[src/rtl/fetch_unit_pkg.sv]
// Shared definitions for the fetch sequencer: machine-cycle phase encodings
// and default widths for the program counter and return-address stack.
package fetch_unit_pkg;

  localparam int unsigned ADDR_WIDTH_DEF  = 12;
  localparam int unsigned STACK_DEPTH_DEF = 3;

  typedef enum logic [2:0] {
    PH_A1 = 3'd0,
    PH_A2 = 3'd1,
    PH_A3 = 3'd2,
    PH_M1 = 3'd3,
    PH_M2 = 3'd4,
    PH_X1 = 3'd5,
    PH_X2 = 3'd6,
    PH_X3 = 3'd7
  } phase_t;

endpackage

[src/rtl/fetch_unit_addr_stack.sv]
// Circular return-address stack: register file, wrapping pointer and
// push/pop arbitration (pop wins). Top-of-stack is the entry below sp.
module addr_stack
  import fetch_unit_pkg::*;
#(
  parameter int unsigned ADDR_WIDTH  = ADDR_WIDTH_DEF,
  parameter int unsigned STACK_DEPTH = STACK_DEPTH_DEF
) (
  input  logic                  clock,
  input  logic                  reset_n,
  input  logic                  push,
  input  logic                  pop,
  input  logic [ADDR_WIDTH-1:0] ret_addr,
  output logic [ADDR_WIDTH-1:0] top
);

  localparam int unsigned SP_W = (STACK_DEPTH > 1) ? $clog2(STACK_DEPTH) : 1;
  localparam logic [SP_W-1:0] SP_LAST = SP_W'(STACK_DEPTH - 1);

  logic [ADDR_WIDTH-1:0] entry [STACK_DEPTH];
  logic [SP_W-1:0]       sp;
  logic [SP_W-1:0]       sp_inc;
  logic [SP_W-1:0]       sp_dec;

  always_comb begin
    sp_inc = (sp == SP_LAST) ? '0 : sp + SP_W'(1);
    sp_dec = (sp == '0) ? SP_LAST : sp - SP_W'(1);
  end

  assign top = entry[sp_dec];

  always_ff @(posedge clock or negedge reset_n) begin
    if (!reset_n) begin
      sp <= '0;
      for (int unsigned i = 0; i < STACK_DEPTH; i++) begin
        entry[i] <= '0;
      end
    end else if (pop) begin
      sp <= sp_dec;
    end else if (push) begin
      entry[sp] <= ret_addr;
      sp        <= sp_inc;
    end
  end

endmodule

[src/rtl/fetch_unit.sv]
// Instruction-fetch sequencer: 8-phase machine cycle, PC nibble bus output,
// opcode latches and call/return/jump handling at the end of X3.
module fetch_unit
  import fetch_unit_pkg::*;
#(
  parameter int unsigned ADDR_WIDTH  = ADDR_WIDTH_DEF,
  parameter int unsigned STACK_DEPTH = STACK_DEPTH_DEF
) (
  input  logic                  clock,
  input  logic                  reset_n,
  input  logic [3:0]            data_in,
  output logic [3:0]            data_out,
  output logic                  data_oe,
  output logic                  sync,
  output logic [2:0]            phase,
  output logic [3:0]            opr,
  output logic [3:0]            opa,
  output logic [3:0]            opr2,
  output logic [3:0]            opa2,
  output logic                  in_second_word,
  input  logic                  need_second_word,
  input  logic                  pc_load,
  input  logic [ADDR_WIDTH-1:0] pc_load_value,
  input  logic                  stack_push,
  input  logic                  stack_pop,
  output logic [ADDR_WIDTH-1:0] pc
);

  phase_t                state;
  phase_t                state_next;
  logic                  at_x3;
  logic                  do_push;
  logic                  do_pop;
  logic [ADDR_WIDTH-1:0] stack_top;

  always_ff @(posedge clock or negedge reset_n) begin
    if (!reset_n) state <= PH_A1;
    else          state <= state_next;
  end

  always_comb begin
    state_next = phase_t'(state + 3'd1);
    data_out   = '0;
    data_oe    = 1'b0;
    sync       = 1'b0;
    case (state)
      PH_A1: begin data_out = pc[3:0];  data_oe = 1'b1; end
      PH_A2: begin data_out = pc[7:4];  data_oe = 1'b1; end
      PH_A3: begin data_out = pc[11:8]; data_oe = 1'b1; end
      PH_X3: sync = 1'b1;
      default: ;
    endcase
  end

  assign phase   = state;
  assign at_x3   = (state == PH_X3);
  assign do_pop  = at_x3 & stack_pop;
  assign do_push = at_x3 & stack_push;

  addr_stack #(
    .ADDR_WIDTH  (ADDR_WIDTH),
    .STACK_DEPTH (STACK_DEPTH)
  ) u_stack (
    .clock    (clock),
    .reset_n  (reset_n),
    .push     (do_push),
    .pop      (do_pop),
    .ret_addr (pc),
    .top      (stack_top)
  );

  // pc was already incremented in M2, so a push at X3 saves the return address
  always_ff @(posedge clock or negedge reset_n) begin
    if (!reset_n) begin
      pc <= '0;
    end else if (state == PH_M2) begin
      pc <= pc + ADDR_WIDTH'(1);
    end else if (at_x3) begin
      if (stack_pop)       pc <= stack_top;
      else if (stack_push) pc <= pc_load_value;
      else if (pc_load)    pc <= pc_load_value;
    end
  end

  always_ff @(posedge clock or negedge reset_n) begin
    if (!reset_n) begin
      opr            <= '0;
      opa            <= '0;
      opr2           <= '0;
      opa2           <= '0;
      in_second_word <= 1'b0;
    end else begin
      if (state == PH_M1) begin
        if (in_second_word) opr2 <= data_in;
        else                opr  <= data_in;
      end
      if (state == PH_M2) begin
        if (in_second_word) opa2 <= data_in;
        else                opa  <= data_in;
      end
      if (at_x3) in_second_word <= ~in_second_word & need_second_word;
    end
  end

endmodule

[config.mk]
export PLATFORM = sky130hd
export DESIGN_NAME = fetch_unit
export DESIGN_NICKNAME = d
export VERILOG_FILES = /design/src/rtl/fetch_unit_pkg.sv /design/src/rtl/fetch_unit_addr_stack.sv /design/src/rtl/fetch_unit.sv
export SDC_FILE = /design/constraint.sdc
export NUM_CORES = 1
export LEC_CHECK = 0
export ABC_AREA = 1
export CAP_MARGIN = 20
export CORE_UTILIZATION = 59
export DETAILED_ROUTE_END_ITERATION = 6
export PLACE_DENSITY = 0.86
export SLEW_MARGIN = 40
export SYNTH_ARGS = -nofsm -noshare
export SYNTH_HDL_FRONTEND = slang
export SYNTH_HIERARCHICAL = 1
export SYNTH_SLANG_ARGS = --single-unit
export TNS_END_PERCENT = 50
[constraint.sdc]
create_clock -name clock -period 3.7 [get_ports clock]
set_input_delay 1.11 -clock clock [delete_from_list [all_inputs] [get_ports clock]]
set_output_delay 1.11 -clock clock [all_outputs]
set_load 0.005 [all_outputs]
### After elaboration in Yosys (flattened, before gate mapping)

Cells that the tools add are included.

| word-level totals | value |
|---|---|
| logic and storage cells | 62 |
| flip-flop bits (word level) | 70 |
| input bits | 22 |
| output and inout bits | 38 |

| operators by class | value |
|---|---|
| muxes and demuxes | 18 |
| add/sub/neg operators | 4 |
| reductions and logical operators | 13 |
| order comparisons | 3 |
| eq/ne operators | 6 |
| bitwise gates (word level) | 7 |

Operators with widths:

| operator | number |
|---|---|
| 12-bit 2-to-1 mux | 8 |
| 36-bit bitwise mux | 1 |
| 12-bit binary-select mux with 2-bit select | 1 |
| 12-bit demux with 2-bit select | 1 |
| 12-bit by 1-bit adder with 12-bit output, second input constant | 1 |
| 4-bit case mux with 3 select lines | 1 |
| 2-bit AND reduction | 6 |
| 2-bit 2-to-1 mux | 4 |
| 3-bit by 2-bit == test with 1-bit output, second input constant | 2 |
| 3-bit == test, second input constant | 2 |
| 3-bit greater-or-equal comparator, second input constant | 2 |
| 2-bit inverter with 3-bit output | 2 |
| 2-bit nonzero test | 2 |
| 4-bit nonzero test | 1 |
| 3-bit by 1-bit adder with 3-bit output, second input constant | 1 |
| 1-bit bitwise AND | 3 |
| 3-bit by 1-bit == test with 1-bit output, second input constant | 1 |
| 3-bit logical NOT | 1 |
| 3-bit by 1-bit < comparator with 1-bit output, second input constant | 1 |
| 3-bit OR reduction | 1 |
| 2-bit by 1-bit adder with 2-bit output, second input constant | 1 |
| 2-bit == test, second input constant | 1 |
| 2-bit logical NOT | 1 |
| 1-bit 2-to-1 mux | 2 |
| 3 further kinds | 4 |

### Longest topological paths before layout

Gate-level depths: netlist (run 1).

| logic depth | value |
|---|---|
| depth after elaboration | 9 |
| mapped depth | 14 |
| mapped depth without buffers | 12 |

### Modules after synthesis

The synthesis (run 1) kept the hierarchy.

By module, submodules not included:

| module | area each (µm²) | times used | cells each |
|---|---|---|---|
| addr_stack | 2077.0 | 1 | 274 |
| fetch_unit | 1890.6 | 1 | 252 |

### Worst setup path after synthesis (run 1)

No wires, ideal clock.

| timing path | value |
|---|---|
| path kind | register to output |
| start point | register state[0] (netlist: phase[0]) |
| end point | output port data_out[3] |
| stages on the path, launching flop included | 7 |
| arrival time | 1040 ps |
| path slack | 1550 ps |
| cells stage by stage | dfrtp_1 inv_1 ha_1 inv_1 nor2_1 nand2_1 nand3_1 |

| on the way | value |
|---|---|
| word-level cells in the longest chain between the ends | 2 |
| elaborated cells between the ends (all ways) | 4 |
| those cells by class | eq/ne: 2; mux: 1; reduce/logical: 1 |

RTL lines:

| what | RTL line | text |
|---|---|---|
| from (decl) | fetch_unit.sv:29 | `phase_t state;` |
| from (signal assigned) | fetch_unit.sv:38 | `else state <= state_next;` |
| 3-bit by 2-bit == test with 1-bit output (tied with other cells) | fetch_unit.sv:46 | `case (state)` |
| 4-bit case mux with 3 select lines (*) | fetch_unit.sv:46 |  |
| to (decl) | fetch_unit.sv:12 | `output logic [3:0] data_out,` |

Mark *: on every way between the ends. The rest lies on a longest branch, timed or not.

### Final worst setup path (run 1)

Ends and elaborated chain as after synthesis.

==> results of run 1 <==
## flip-flops by register name, indices dropped and copies added, names as in the netlist
register and flops:
pc 12, opr 4, phase 3, u_stack/entry 36, in_second_word 1, opr2 4, opa 4, opa2 4
u_stack/sp 2
## critical path, stage by stage (launching register included)
cell and delay, ns:
dfrtp_1 0.43, inv_1 0.12, ha_1 0.20, inv_1 0.07, nor2_1 0.22, nand2_1 0.08
nand3_1 0.10, clkdlybuf4s50_1 0.51
## area by class of cell
| class | instances | share of cell area (%) |
|---|---|---|
| Clock inverter | 6 | 1.48 |
| Inverter | 56 | 4.47 |
| Tap cell | 77 | 2.04 |
| Timing Repair Buffer | 68 | 13.9 |
| Clock buffer | 10 | 2.91 |
| Multi-Input combinational cell | 374 | 38.2 |
| Sequential cell | 70 | 37.1 |
## where the power goes
part / internal (uW) / switching [uW] / leakage, uW / total [uW]
Sequential: 887 / 156 / 0.000890 / 1040
Clock: 333 / 316 / 0.0000951 / 649
Combinational: 303 / 432 / 0.00143 / 735
Total: 1520 / 904 / 0.00241 / 2430
## stage by stage
| stage | cell area [um2] | util (%) | setup slack (ns) | cells | power [uW] |
|---|---|---|---|---|---|
| floorplan | 3970 | - | 1.55 | 526 | 1460 |
| global placement | 4520 | 70.3 | 0.933 | 645 | 1750 |
| detailed placement | 4520 | 70.3 | 0.859 | 645 | 1770 |
| CTS | 4720 | 73.6 | 0.508 | 661 | 2420 |
| global route | 4730 | 73.6 | 0.423 | 661 | 2570 |
| finish | 4730 | 73.6 | 0.517 | 661 | 2430 |
## cells by family after synthesis
group / count (synthesis) / synth area share, %
xor+xnor: 1 / 0.221
compound gates: 49 / 6.62
buf+inv: 82 / 10.4
simple gates: 311 / 34.5
flops: 70 / 44.2
fa+ha+maj: 13 / 4.10
## final timing paths
kind	end	cells after the start
worst max-delay path	data_out[3]	7
worst min-delay path	u_stack/entry[12]$_DFFE_PN0P_	2
worst max register to register	pc[4]$_DFFE_PN0P_	11
worst min register to register	u_stack/entry[12]$_DFFE_PN0P_	2
max in group asynchronous	in_second_word$_DFFE_PN0P_	2
min in group asynchronous	u_stack/sp[0]$_DFFE_PN0P_	1
## Yosys cell counts (all sizes together)
library cell,n,area [um2]
dfrtp,70,1750
ha,13,163
inv,55,206
a21oi,9,52.6
a31oi,1,6.26
nand3,40,215
o21ai,35,175
nand4,37,231
nor2,43,191
xor2,1,8.76
clkinv,1,5.00
buf,26,200
o211ai,1,7.51
a21o,1,8.76
o22ai,2,12.5
nand2,191,732
## per-layer routing
layer	vias up	global-route usage, %
met3	24	6.53
met4	0	11.3
li1	1786	-
met5	-	0
met1	1764	41.7
met2	177	51.0
==> results by group, run 1 <==
Timing
  – Fin crit share: between 80% and 90%
  – Final Hold Viols: 0
  – Pins over their slew limit: 0
  – Total Neg Setup Slack: 0 ns
  – RSZ-0062 raised after global routing: no
  – Slew headroom: between 40% and 50%
  – FMAX: approximately 0.31 GHz
  – Hold slack: between 0.4 and 0.5 ns
  – # setup viols final: 0
  – Crit path time final: 3.18 ns
  – Clock skew: 0.0112 ns
  – Slew @ Worst Pin: a little under 0.8 ns

Finish
  – Nets@finish: 614
  – Layout area overhead: 19.1%
  – Share of post-route cells with drive strength above 1: between 7 and 8%
  – Area occupied by multi-input gates: between 1500 and 2000 um2
  – Storage cell area: 1750 um2
  – Commonest cells after routing, fill and taps aside: 187 x nand2_1, 70 x dfrtp_1, 58 x clkdlybuf4s50_1
  – Most common cell after layout, fill and taps aside: nand2_1
  – Fillers: roughly 500
  – N_diodes: 0

Drt
  – DR top layer: met4
  – Vias post-DR: between 3000 and 4000
  – Post-Route M1 WL: roughly 4500 um
  – Wire length on met2: around 4800 um
  – Post-Route WL: 10300 um
  – Routed wl met3: about 840 um
  – Drt first pass iters: 5
  – Post-route ant nets: 0
  – DR vias/cell: about 5.7
  – # DRC: 0
  – Initial DRC Count: 377
  – DR WL/cell: approximately 16 um

CTS
  – H-tree levels: 3
  – Hold_buf cts: 0
  – Clock transition at the registers of the reported paths: 0.08 ns
  – Total CTS buffers: 9
  – CTS resizes: 0
  – Worst-Skew Late Latency: around 0.35 ns
  – Postcts setup bufs: 0
  – CTS tree: done
  – Clock Path Buffers: 2
  – Root Driver: clkbuf_8
  – Num Clock Sinks: 70

Worst setup path
  – Crit end category: output pin
  – WS Path Type: register to output pin
  – CP arrival: approximately 2.1 ns
  – RR Startpoint: u_stack/sp[0]$_DFFE_PN0P_
  – CP startpoint: phase[0]$_DFF_PN0_
  – Flop2flop setup slack: 1.19 ns
  – Max Fanout on Critical Path: 4
  – Critical Path Start Type: register
  – Data required, critical path: around 2.6 ns

Min path
  – HP Start: u_stack/entry[12]$_DFFE_PN0P_
  – Worst hold path class: register to register

Floorplanning
  – Core footprint: about 6400 um2
  – Die area: 7060 um2
  – Die height: ~84 um
  – Die width: about 84 um
  – # rows: 29
  – Initial Util: 61.8%
  – IO Pins: 60

Logic synthesis
  – Synth unique cells: 25
  – Synth warn: 6
  – Yosys reg bits: 70
  – Synth Instances: between 500 and 600
  – Avg Cell Area, Syn: 7.54 um2
  – Register area share after synthesis: approximately 44%
  – Netlist Area Pre-Place: 3970 um2
  – Syn Nets: around 560

Placement
  – DP HPWL: roughly 7200 um
  – I/O Buffers: just under 60
  – GP Congestion: 0.841

Global route
  – Vias in the first global route: roughly 3600
  – GR Util All Layers: 31.4%
  – Grt ovf: 0
  – Largest net degree at the start of global routing: 36
  – First-pass GRT wire length: 17300 um
  – Antenna violations before repair: 0

Pwr
  – PwrDens: around 510 nW/um2
  – Peak VDD IR: 0.304 mV
  – Lkg Pwr: between 0.002 and 0.0025 uW

Job
  – Max-cap viol count: 0

Status
  – Status: finished, final reports clean
Note: power is estimated with default switching activity, not from simulation.
==> inputs of run 2 (changes only) <==
==> constraint.sdc (replaced) <==
create_clock -name clock -period 3.7 [get_ports clock]
set_input_delay 1.11 -clock clock [delete_from_list [all_inputs] [get_ports clock]]
set_output_delay 1.11 -clock clock [all_outputs]
set_load 0.02 [all_outputs]
==> results by group, run 2 (synthesized netlist as in run 1, its figures left out) <==
CTS
  – Hold_buf cts: 0 (unchanged)
  – Root Driver: clkbuf_8
  – Clock Path Buffers: 2 (unchanged)
  – CTS resizes: 0 (unchanged)
  – CTS tree: done
  – H-tree levels: 3 (unchanged)
  – Total CTS buffers: 9 (unchanged)
  – Clock transition at the registers of the reported paths: 0.07 ns (about the same)
  – Num Clock Sinks: 70 (unchanged)
  – Worst-Skew Late Latency: 0.36 ns (about the same)
  – Postcts setup bufs: 0 (unchanged)

Finish
  – Nets@finish: 612 (-0.33%)
  – Layout area overhead: 18.8%
  – Fin util: 73.4% (-0.23 points)
  – Commonest cells after routing, fill and taps aside: 187 x nand2_1, 70 x dfrtp_1, 58 x clkdlybuf4s50_1
  – Design Area, Final: 4710 um2 (-0.32%)
  – N_diodes: 0 (unchanged)
  – Fillers: 496 (-0.40%)
  – Largest registers: u_stack/entry (36), pc (12)
  – Storage cell area: 1750 um2 (unchanged)
  – Share of post-route cells with drive strength above 1: 7.04% (-0.32 points)
  – Most common cell after layout, fill and taps aside: nand2_1
  – Max reg flops: 36 (unchanged)
  – Area occupied by multi-input gates: 1800 um2 (unchanged)
  – Top reg by flops: u_stack/entry

Global route
  – Grt ovf: 0 (unchanged)
  – GR Util All Layers: 31.8% (+0.40 points)
  – Vias in the first global route: 3604 (+0.028%)
  – First-pass GRT wire length: 17400 um (+0.59%)
  – Antenna violations before repair: 0 (unchanged)
  – Largest net degree at the start of global routing: 35 (-2.8%)

Pwr
  – Switching Fraction: 38.6% (+1.4 points)
  – Sequential share of power: 41.9% (-1.1 points)
  – Clock power share: 25.9% (-0.8 points)
  – Lkg Pwr: 0.00240 uW (-0.45%)
  – Overall Power: 2480 uW (+2.3%)
  – Internal Pwr Total: 1520 uW (about the same)
  – Comb power frac: 32.1% (+1.8 points)
  – PwrDens: 527 nW/um2 (+2.6%)
  – Sw power: 960 uW (+6.1%)
  – Peak VDD IR: 0.275 mV (-9.3%)

Drt
  – Post-route ant nets: 0 (unchanged)
  – Vias post-DR: 3740 (-0.29%)
  – # DRC: 0 (unchanged)
  – DR WL/cell: 15.5 um (-0.62%)
  – Post-Route WL: 10200 um (-0.92%)
  – DR vias/cell: 5.68 (about the same)
  – Drt first pass iters: 5 (unchanged)
  – Initial DRC Count: 326 (-14%)

Floorplanning
  – IO Pins: 60 (unchanged)
  – Die width: 84.0 um (unchanged)
  – Die height: 84.0 um (unchanged)
  – Initial Util: 61.8% (unchanged)
  – # rows: 29 (unchanged)
  – Core footprint: 6420 um2 (unchanged)
  – Die area: 7060 um2 (unchanged)

Worst setup path
  – Largest delay contributor family on the critical path: buffers and inverters
  – WS Path Type: register to output pin
  – Crit end category: output pin
  – CP arrival: 2.15 ns (+0.08 ns)
  – CP bufs+invs: 3 (unchanged)
  – CP peak stage delay: 0.62 ns (+0.11 ns)
  – Critical-path cell list: inv_1, ha_1, inv_1, nor2_1, nand2_1, nand3_1, clkdlybuf4s50_1
  – Max Fanout on Critical Path: 4 (unchanged)
  – CP most frequent cell: inv_1
  – Critical Path Start Type: register
  – Worst path slowest cell: clkdlybuf4s50_1
  – Data required, critical path: 2.59 ns (about the same)

Timing
  – Fin crit share: 88.1% (+2.1 points)
  – FMAX: 0.307 GHz (-2.4%)
  – RSZ-0062 raised after global routing: no
  – Clock skew: 0.00594 ns (-0.00529 ns)
  – Pins over their slew limit: 0 (unchanged)
  – # setup viols final: 0 (unchanged)
  – Final Hold Viols: 0 (unchanged)
  – Total Neg Setup Slack: 0 ns (unchanged)
  – Crit path time final: 3.26 ns (+0.0768 ns)
  – Slew headroom: 51.1% (+2.8 points)
  – Slew @ Worst Pin: 0.731 ns (-0.0424 ns)
  – Hold slack: 0.476 ns (+0.00111 ns)

Placement
  – GP Congestion: 0.855 (+1.6%)
  – DP HPWL: 7060 um (-1.8%)
  – I/O Buffers: 59 (unchanged)
  – Placed Area: 4500 um2 (-0.33%)

Status
  – Status: finished, final reports clean

Job
  – Max-cap viol count: 0 (unchanged)

Min path
  – Worst hold path class: register to register
## run 2: cell types whose count changed in the layout (fill, tap and decap cells not counted), sizes merged
cell | previous run | this run
buf | 10 | 8
## run 2: metal layers
metal	track usage (%)	wire, um	up-vias
met1	42.9	4530	1771
met5	0	0	-
met2	48.5	4730	168
met3	9.40	801	19
met4	11.9	161	0
li1	-	-	1782
## run 2: worst paths after layout
| path | from | endpoint | cells past startpoint | slack (ns) |
|---|---|---|---|---|
| setup / recovery | phase[0]$_DFF_PN0_ | data_out[0] | 7 | 0.44 |
| hold / removal | u_stack/entry[1]$_DFFE_PN0P_ | u_stack/entry[1]$_DFFE_PN0P_ | 2 | 0.48 |
| setup reg to reg | u_stack/sp[0]$_DFFE_PN0P_ | pc[4]$_DFFE_PN0P_ | 11 | 1.29 |
| hold reg to reg | u_stack/entry[1]$_DFFE_PN0P_ | u_stack/entry[1]$_DFFE_PN0P_ | 2 | 0.48 |
| max in group asynchronous | reset_n | opr[0]$_DFFE_PN0P_ | 2 | 2.37 |
| min in group asynchronous | reset_n | u_stack/sp[0]$_DFFE_PN0P_ | 1 | 0.69 |
## run 2: tightest hold or removal path: cells and delay by family, from the launching register on
family	cells	cell delay, ns
flip-flops	1	0.35
AND/OR/NAND/NOR	2	0.10
## run 2: power groups by stage
stage,Sequential [uW],Combinational [uW],Clock (uW)
2_1_floorplan,1070,464,0
3_3_place_gp,1050,764,0
3_5_place_dp,1050,785,0
4_1_cts,1040,794,643
5_1_grt,1060,889,678
6_report,1040,798,644
## run 2: area by class of cell
cell class / count / share of cell area [%]
clock inverter: 6 / 1.49
inverter: 56 / 4.49
tap: 77 / 2.04
multi-input combinational: 374 / 38.3
clock buffer: 10 / 2.92
sequential: 70 / 37.2
timing repair buffer: 66 / 13.6
## run 2: per-stage QoR
step | worst slack (ns) | std cells
floorplan | 1.35 | 526
global placement | 0.783 | 643
detailed placement | 0.713 | 643
CTS | 0.431 | 659
global route | 0.296 | 659
finish | 0.440 | 659
==> inputs of run 3 (changes only) <==
--- a/config.mk
+++ b/config.mk
@@ -7,9 +7,9 @@
 export LEC_CHECK = 0
 export ABC_AREA = 1
 export CAP_MARGIN = 20
-export CORE_UTILIZATION = 59
+export CORE_UTILIZATION = 54
 export DETAILED_ROUTE_END_ITERATION = 6
-export PLACE_DENSITY = 0.86
+export PLACE_DENSITY = 0.8
 export SLEW_MARGIN = 40
 export SYNTH_ARGS = -nofsm -noshare
 export SYNTH_HDL_FRONTEND = slang
==> constraint.sdc (replaced) <==
create_clock -name clock -period 3.12 [get_ports clock]
set_input_delay 0.936 -clock clock [delete_from_list [all_inputs] [get_ports clock]]
set_output_delay 0.936 -clock clock [all_outputs]
set_load 0.005 [all_outputs]
==> results by group, run 3 (synthesized netlist as in run 1, its figures left out) <==
Timing
  – Pins over their slew limit: 0 (unchanged)
  – Slew @ Worst Pin: 0.523 ns (-0.208 ns)
  – Slew headroom: 65.1% (+14 points)
  – Crit path time final: between 2 and 3 ns
  – FMAX: approximately 0.34 GHz
  – Fin crit share: approximately 95%
  – Clock skew: 0.00632 ns (+0.000387 ns)
  – RSZ-0062 raised after global routing: no
  – Total Neg Setup Slack: 0 ns (unchanged)
  – Final Hold Viols: 0 (unchanged)
  – # setup viols final: 0 (unchanged)

Finish
  – N_diodes: 0 (unchanged)
  – Largest registers: u_stack/entry (36), pc (12)
  – Share of post-route cells with drive strength above 1: 6.87% (-0.17 points)
  – Nets@finish: 612 (unchanged)
  – Layout area overhead: 19.1%
  – Top reg by flops: u_stack/entry
  – Fillers: 574 (+16%)
  – Most common cell after layout, fill and taps aside: nand2_1
  – Final Instance Count excl. Fillers: 678 (+2.9%)
  – Commonest cells after routing, fill and taps aside: 187 x nand2_1, 70 x dfrtp_1, 58 x clkdlybuf4s50_1
  – Max reg flops: 36 (unchanged)

Job
  – Max-cap viol count: 0 (unchanged)

Drt
  – Post-route ant nets: 0 (unchanged)
  – Initial DRC Count: 305 (-6.4%)
  – DR WL/cell: 14.8 um (-4.5%)
  – Vias post-DR: 3653 (-2.3%)
  – DR vias/cell: 5.39 (-5.1%)
  – Post-Route WL: 10000 um (-1.8%)
  – # DRC: 0 (unchanged)
  – Drt first pass iters: 5 (unchanged)

Worst setup path
  – Crit end category: output pin
  – Data required, critical path: 2.18 ns (-0.41 ns)
  – Worst path slowest cell: clkdlybuf4s50_1
  – WS Path Type: register to output pin
  – Critical-path cell list: inv_1, ha_1, inv_1, nor2_1, nand2_1, nand3_1, clkdlybuf4s50_1
  – CP arrival: 2.03 ns (-0.12 ns)
  – CP peak stage delay: 0.50 ns (-0.12 ns)
  – Critical Path Start Type: register
  – CP bufs+invs: 3 (unchanged)
  – Largest delay contributor family on the critical path: buffers and inverters
  – CP most frequent cell: inv_1
  – Max Fanout on Critical Path: 4 (unchanged)

Global route
  – Antenna violations before repair: 0 (unchanged)
  – GR Util All Layers: 28.8% (-3.0 points)
  – Grt ovf: 0 (unchanged)
  – Vias in the first global route: 3490 (-3.2%)
  – Largest net degree at the start of global routing: 36 (+2.9%)
  – First-pass GRT wire length: 17000 um (-2.7%)

CTS
  – CTS tree: done
  – Num Clock Sinks: 70 (unchanged)
  – CTS resizes: 0 (unchanged)
  – Postcts setup bufs: 0 (unchanged)
  – Clock transition at the registers of the reported paths: 0.07 ns (about the same)
  – H-tree levels: 3 (unchanged)
  – Hold_buf cts: 0 (unchanged)
  – Total CTS buffers: 9 (unchanged)
  – Clock Path Buffers: 2 (unchanged)
  – Worst-Skew Late Latency: 0.35 ns (about the same)
  – Root Driver: clkbuf_8

Pwr
  – Lkg Pwr: 0.00240 uW (about the same)
  – PwrDens: 602 nW/um2 (+14%)
  – Peak VDD IR: 0.371 mV (+35%)

Floorplanning
  – Die width: 87.7 um (+4.4%)
  – IO Pins: 60 (unchanged)
  – Core footprint: 6940 um2 (+8.1%)
  – Die area: 7690 um2 (+9.0%)
  – # rows: 30 (+3.4%)
  – Die height: 87.7 um (+4.4%)
  – Initial Util: 57.1% (-4.6 points)

Status
  – Status: finished, final reports clean

Min path
  – Worst hold path class: register to register

Placement
  – DP HPWL: 6980 um (-1.1%)
  – I/O Buffers: 59 (unchanged)
  – # placed instances: 662 (+3.0%)
  – GP Congestion: 0.825 (-3.5%)
run 3: cell count changes in the layout (fill, tap and decap cells not counted):
cell / previous run / this run
clkinvlp_4: 3 / 2
clkinv_2: 1 / 2
buf_4: 8 / 7
inv_6: 1 / 0
clkbuf_1: 0 / 1
buf_2: 0 / 1
run 3: final cells by class:
class,instances,area (um2),area share [%]
multi-input cells,374,1800,38.2
flip-flops and latches,70,1750,37.1
repair buffers,66,638,13.5
inverters,56,211,4.47
clock buffers,11,141,2.99
well taps,96,120,2.54
clock inverters,5,58.8,1.24
run 3: per-stage QoR:
stage / utilization (%) / hold WS (ns) / setup WS [ns] / area (um2) / power, uW
after floorplan: - / 0.442 / 1.14 / 3970 / 1740
after global placement: 65.2 / 0.453 / 0.310 / 4530 / 2080
after detailed placement: 65.2 / 0.458 / 0.266 / 4530 / 2100
after CTS: 68.1 / 0.476 / 0.143 / 4730 / 2840
after global routing: 68.1 / 0.496 / 0.0407 / 4730 / 3020
final: 68.1 / 0.475 / 0.152 / 4730 / 2840
run 3: tightest hold or removal path, delay by kind of cell (launching register included):
kind	cells	cell delay, ns
and+or+nand+nor	2	0.10
DFF	1	0.35
run 3: path summary, 6_finish.rpt:
check | to | startpoint | cells after the start | slack (ns)
hold / removal | u_stack/entry[7]$_DFFE_PN0P_ | u_stack/entry[7]$_DFFE_PN0P_ | 2 | 0.47
setup reg to reg | pc[4]$_DFFE_PN0P_ | u_stack/sp[0]$_DFFE_PN0P_ | 12 | 0.87
min in group asynchronous | u_stack/entry[24]$_DFFE_PN0P_ | reset_n | 1 | 0.56
hold reg to reg | u_stack/entry[7]$_DFFE_PN0P_ | u_stack/entry[7]$_DFFE_PN0P_ | 2 | 0.47
setup / recovery | data_out[2] | phase[0]$_DFF_PN0_ | 7 | 0.15
max in group asynchronous | u_stack/entry[0]$_DFFE_PN0P_ | reset_n | 2 | 1.81
run 3: report_power, final:
group / leakage, uW / switching [uW] / total [uW] / internal (uW)
sequential: 0.000890 / 188 / 1240 / 1050
clock: 0.0000955 / 347 / 738 / 391
combinational: 0.00142 / 503 / 867 / 364
run 3: routing by layer:
layer	vias to the layer above	GRT usage (%)	wire, um
met1	1716	41.9	4630
met3	7	7.63	872
li1	1781	-	-
met2	149	42.4	4460
met5	-	0	0
met4	0	8.05	73
